**src/rtl/counter_ctrl.sv**
```systemverilog
// Prescaled up/down counter with programmable terminal value, clear/load and one-shot halt.
// Outputs are registered; tick_o pulses in the cycle the post-wrap (or held) count is shown.
module counter_ctrl #(
  parameter int WIDTH          = 8,
  parameter int PRESCALE_WIDTH = 8
) (
  input  logic                      clock_i,
  input  logic                      reset_i,
  input  logic                      enable_i,
  input  logic                      clear_i,
  input  logic                      load_i,
  input  logic [WIDTH-1:0]          load_value_i,
  input  logic                      up_down_i,
  input  logic                      one_shot_i,
  input  logic [WIDTH-1:0]          max_value_i,
  input  logic [PRESCALE_WIDTH-1:0] prescale_i,
  output logic [WIDTH-1:0]          counter_value_o,
  output logic                      tick_o,
  output logic                      done_o
);

  typedef enum logic {RUN, HALT} state_t;

  state_t                    state_q, state_d;
  logic [WIDTH-1:0]          cnt_q, cnt_d;
  logic [PRESCALE_WIDTH-1:0] pre_q, pre_d;
  logic                      tick_q, tick_d;
  logic                      step;
  logic                      wrap;

  always_ff @(posedge clock_i or posedge reset_i) begin
    if (reset_i) begin
      state_q <= RUN;
      cnt_q   <= '0;
      pre_q   <= '0;
      tick_q  <= 1'b0;
    end else begin
      state_q <= state_d;
      cnt_q   <= cnt_d;
      pre_q   <= pre_d;
      tick_q  <= tick_d;
    end
  end

  always_comb begin
    state_d = state_q;
    cnt_d   = cnt_q;
    pre_d   = pre_q;
    tick_d  = 1'b0;
    step    = 1'b0;
    wrap    = 1'b0;

    if (clear_i) begin
      cnt_d   = '0;
      pre_d   = '0;
      state_d = RUN;
    end else if (load_i) begin
      cnt_d   = load_value_i;
      pre_d   = '0;
      state_d = RUN;
    end else if (state_q == RUN && enable_i) begin
      // >= rather than == so a prescale lowered below the running count still fires
      if (pre_q >= prescale_i) begin
        pre_d = '0;
        step  = 1'b1;
      end else begin
        pre_d = pre_q + PRESCALE_WIDTH'(1);
      end
    end

    if (step) begin
      wrap = up_down_i ? (cnt_q >= max_value_i) : (cnt_q == '0);
      if (wrap) begin
        tick_d = 1'b1;
        if (one_shot_i) begin
          state_d = HALT;
        end else begin
          cnt_d = up_down_i ? '0 : max_value_i;
        end
      end else begin
        cnt_d = up_down_i ? cnt_q + WIDTH'(1) : cnt_q - WIDTH'(1);
      end
    end
  end

  assign counter_value_o = cnt_q;
  assign tick_o          = tick_q;
  assign done_o          = (state_q == HALT);

endmodule

```
**config.mk**
```make
export PLATFORM = sky130hd
export DESIGN_NAME = counter_ctrl
export DESIGN_NICKNAME = d
export VERILOG_FILES = /design/src/rtl/counter_ctrl.sv
export SDC_FILE = /design/constraint.sdc
export NUM_CORES = 1
export LEC_CHECK = 0
export ABC_CLOCK_PERIOD_IN_PS = 2100
export BUFFER_PORTS_ARGS = -buffer_cell sky130_fd_sc_hd__buf_4
export CAP_MARGIN = 20
export CORE_UTILIZATION = 39
export CTS_BUF_LIST = sky130_fd_sc_hd__clkbuf_8
export DETAILED_ROUTE_END_ITERATION = 8
export GPL_TIMING_DRIVEN = 0
export PLACE_DENSITY = 0.71
export REMOVE_ABC_BUFFERS = 1
export SLEW_MARGIN = 20
export SYNTH_ARGS = -nofsm -noshare
export SYNTH_HDL_FRONTEND = slang
export SYNTH_SLANG_ARGS = --single-unit
export TNS_END_PERCENT = 10
```
**constraint.sdc**
```tcl
create_clock -name clock_i -period 2.1 [get_ports clock_i]
set_input_delay 0.105 -clock clock_i [delete_from_list [all_inputs] [get_ports clock_i]]
set_output_delay 0.105 -clock clock_i [all_outputs]
set_load 0.01 [all_outputs]
```
==> impl_metrics.csv <==
group,metric,value,unit
sta,final_period_minus_worst_setup_slack,2130,ps
global_route,number_of_global_route_vias_before_repair,1728,
yosys,synth_enable_flop_cells,0,
critical_path,slowest_delay,420,ps
yosys,ys_warn_count,0,
sta,max_freq,470,MHz
yosys,synth_seq_area_share,24.5,%
routing,wl_per_cell,14.7,um
yosys,yosys.cell_types.count,51,
min_path,hold-path-cell-count,3,
sta,worst_pin_slew,699,ps
global_route,global_route.overflow_total,0,
yosys,synthCells,219,
cells_and_area,num-nets-final,322,
clock_tree,cts_root_buffer,"sky130_fd_sc_hd__clkbuf_8",
pwr,part_of_the_total_power_dissipated_in_sequential_elements,37.2,%
cells_and_area,postLayoutCoreUtil,54.0,%
sta,setup_repair_after_global_routing_missed_its_margin,"yes",
global_route,first_pass_grt_wire_length,7.65,mm
placement,place.detailed.instances,306,
pwr,power.density_cell_area,427,nW/um2
critical_path,reg2reg_to,"counter_value_o[4]",
sta,maxSlewHeadroom,53.4,%
placement,dpl_cell_area,2170,um2
clock_tree,clock_tree_from_tritoncts,"yes",
routing,totalWireLength,4.67,mm
die,floorplan.die.height,70.7,um
cells_and_area,layout.filler_cells,417,
yosys,synth_most_common_cell,"sky130_fd_sc_hd__inv_1",
critical_path,cp_slowest_cell,"sky130_fd_sc_hd__dfrtp_1",
yosys,synth_top_area_cell,"sky130_fd_sc_hd__dfrtp_1",
min_path,hp-class,"input port to flop",
status,outcome,"finished, violations left",
yosys,ys_top_cells_by_count,"33 x sky130_fd_sc_hd__inv_1, 23 x sky130_fd_sc_hd__ha_1, 18 x sky130_fd_sc_hd__dfrtp_1",
yosys,synth.area.top_cells,"sky130_fd_sc_hd__dfrtp_1 25%, sky130_fd_sc_hd__ha_1 16%, sky130_fd_sc_hd__inv_1 6.7%, sky130_fd_sc_hd__mux2i_1 4.4%, sky130_fd_sc_hd__a21oi_1 4.1%",
sta,fin_crit_sh,101,%
critical_path,worstSetupStartpoint,"pre_q[6]",
critical_path,regToRegSetupSlack,-30,ps
global_route,grt_start_max_net_pins,19,
critical_path,arrival,2260,ps
clock_tree,cts_inserted_buffers,3,
die,floorplan.initialDensity,41.4,%
yosys,synthArstFlopShare,100,%
yosys,synth_ff_type,"sky130_fd_sc_hd__dfrtp_1",
clock_tree,clk_pin_slew,70,ps
critical_path,cp.required,2230,ps
cells_and_area,drive_above_1_share,28.9,%
die,floorplan.core_area,4440,um2
sta,finalHoldViolations,0,
clock_tree,clock_path_buffers,2,
sta,slew_violations,0,
pwr,net-switching-power,327,uW
sta,setup_violations,3,
global_route,global_route.usage.total,19.1,%
pwr,p_sw_share,31.9,%
critical_path,origin_of_the_critical_flop_to_flop_path,"pre_q[6]",
sta,finalClockSkew,1.51,ps
routing,ant_nets,0,
clock_tree,clk-insertion-delay-late,250,ps
run,max_cap_violations,0,
sta,post-route-worst-setup-slack,-29.5,ps
critical_path,cpLargestDelayFamily,"compound AO/OA/AOI/OAI gates",
cells_and_area,area_growth,30.5,%
placement,place_congestion,0.826,
routing,vias_per_cell,5.62,
critical_path,worst-setup-path-type,"flop to flop",
cells_and_area,final_cell_area,2400,um2
placement,io_buffer_count,40,
critical_path,reg2regPathDepth,7,
critical_path,critical_path.endpoint,"counter_value_o[4]",
critical_path,crit_path_max_fanout,7,
pwr,power.static_leakage,1.16,nW
cells_and_area,layoutNonFillerInstCount,318,
pwr,vdd_ir_drop_max,0.000229,V
clock_tree,clock_tree.htree_level_count,1,
routing,route.vias.total,1788,
pwr,comb_power_share,35.2,%
yosys,ys_seq_elements,18,
critical_path,worst_setup_path_start_kind,"flop",
pwr,design_power_total,1.02,mW
routing,dr.pass1.iters,6,
critical_path,crit_path_end_kind,"flop",
die,dieWidth,70.7,um
clock_tree,number_of_clock_sinks_seen_by_cts,18,
cells_and_area,num_antenna_cells,0,
routing,drt-initial-drc-count,160,
yosys,netlist_area,1840,um2
pwr,cellInternalPower,697,uW
global_route,grt_antenna_before_repair,0,
placement,dp_slack,-435,ps
die,die_area,4990,um2
critical_path,path_buf_inv,1,
status,failed_checks,"design-rule violations, negative setup slack",
yosys,area_share_of_the_leading_cell_type_in_the_synthesized_netlist,24.5,%
placement,detailed_place_hpwl,3.50,mm
die,std_cell_rows,24,
yosys,syn_area_per_cell,8.39,um2
critical_path,crit_chain,"ha_1 > and3_4 > nand2_2 > a2111oi_4 > a41oi_4 > buf_6 > o32a_1",
routing,drc,10,
critical_path,path_depth,7,
pwr,clock_power_share,27.6,%
die,io_pins,41,
[worst reg2reg max path: stages (launching register included)]
cell and delay (ps):
sky130_fd_sc_hd__dfrtp_1 420, sky130_fd_sc_hd__ha_1 320, sky130_fd_sc_hd__and3_4 230, sky130_fd_sc_hd__nand2_2 70
sky130_fd_sc_hd__a2111oi_4 350, sky130_fd_sc_hd__a41oi_4 100, sky130_fd_sc_hd__buf_6 190, sky130_fd_sc_hd__o32a_1 340
[through the flow]
step | setup TNS, ps | hold slack (ps)
2_1_floorplan | -291 | 43.6
3_3_place_gp | -4000 | 256
3_5_place_dp | -4430 | 269
4_1_cts | -573 | 115
5_1_grt | -1320 | 122
6_report | -66.8 | 119
[logic make-up after synthesis]
group / count (synthesis) / synth area share, %
mux: 8 / 4.36
buf+inv: 38 / 8.64
compound gates: 62 / 25.4
xor+xnor: 7 / 3.34
simple gates: 62 / 17.0
fa+ha+maj: 24 / 16.7
flops: 18 / 24.5
[cells in the final DEF (no fill, tap or decap), drive strengths merged, types with 6 or more instances in the layout]
| master | n |
|---|---|
| a21oi | 16 |
| buf | 47 |
| dfrtp | 18 |
| ha | 23 |
| inv | 33 |
| mux2i | 8 |
| nand2 | 17 |
| nand3 | 10 |
| nor2 | 12 |
| nor3 | 6 |
| o21ai | 8 |
| o22ai | 7 |
[registers in the layout, summed over array words and instances, names as in the netlist]
name and cells:
done_o 1, counter_value_o 8, pre_q 8, tick_o 1
[routing by layer]
metal  vias to the layer above  GRT usage (%)  part of all wire, %
met2                        47           34.4                   51
met4                         0           6.22                  1.2
met3                         6           1.57                  4.1
met5                         -              0                    0
li1                        889              -                    -
met1                       846           24.2                   44
[power groups by stage]
stage / registers (mW) / logic (mW) / clock network [mW]
floorplan: 0.383 / 0.205 / 0
global placement: 0.386 / 0.319 / 0
detailed placement: 0.386 / 0.324 / 0
CTS: 0.380 / 0.335 / 0.293
global route: 0.383 / 0.401 / 0.310
finish: 0.381 / 0.360 / 0.282
[repair_timing]
action	4_1_cts	5_1_grt
setup buffers	4	3
hold buffers	1	0
resized for setup	7	19
endpoints found under the setup margin	17	18
hold endpoints to repair	18	0
pin swaps	3	3
cloned	0	0
[area by class of cell]
| class | instances | area, um2 | area share (%) |
|---|---|---|---|
| Sequential cell | 18 | 455 | 19.0 |
| Tap cell | 52 | 65.1 | 2.71 |
| Multi-Input combinational cell | 163 | 1330 | 55.4 |
| Inverter | 33 | 124 | 5.16 |
| Clock buffer | 4 | 55.1 | 2.30 |
| Timing Repair Buffer | 48 | 370 | 15.4 |
[how the worst min path moves through the flow]
stage	start	to	slack, ps
2_1_floorplan	reset_i	counter_value_o[0]	40
3_3_place_gp	reset_i	pre_q[7]	260
3_5_place_dp	reset_i	pre_q[7]	270
4_1_cts	max_value_i[0]	counter_value_o[0]	110
5_1_grt	max_value_i[1]	counter_value_o[1]	120
6_report	max_value_i[0]	counter_value_o[0]	120
Note: power is estimated with default switching activity, not from simulation.
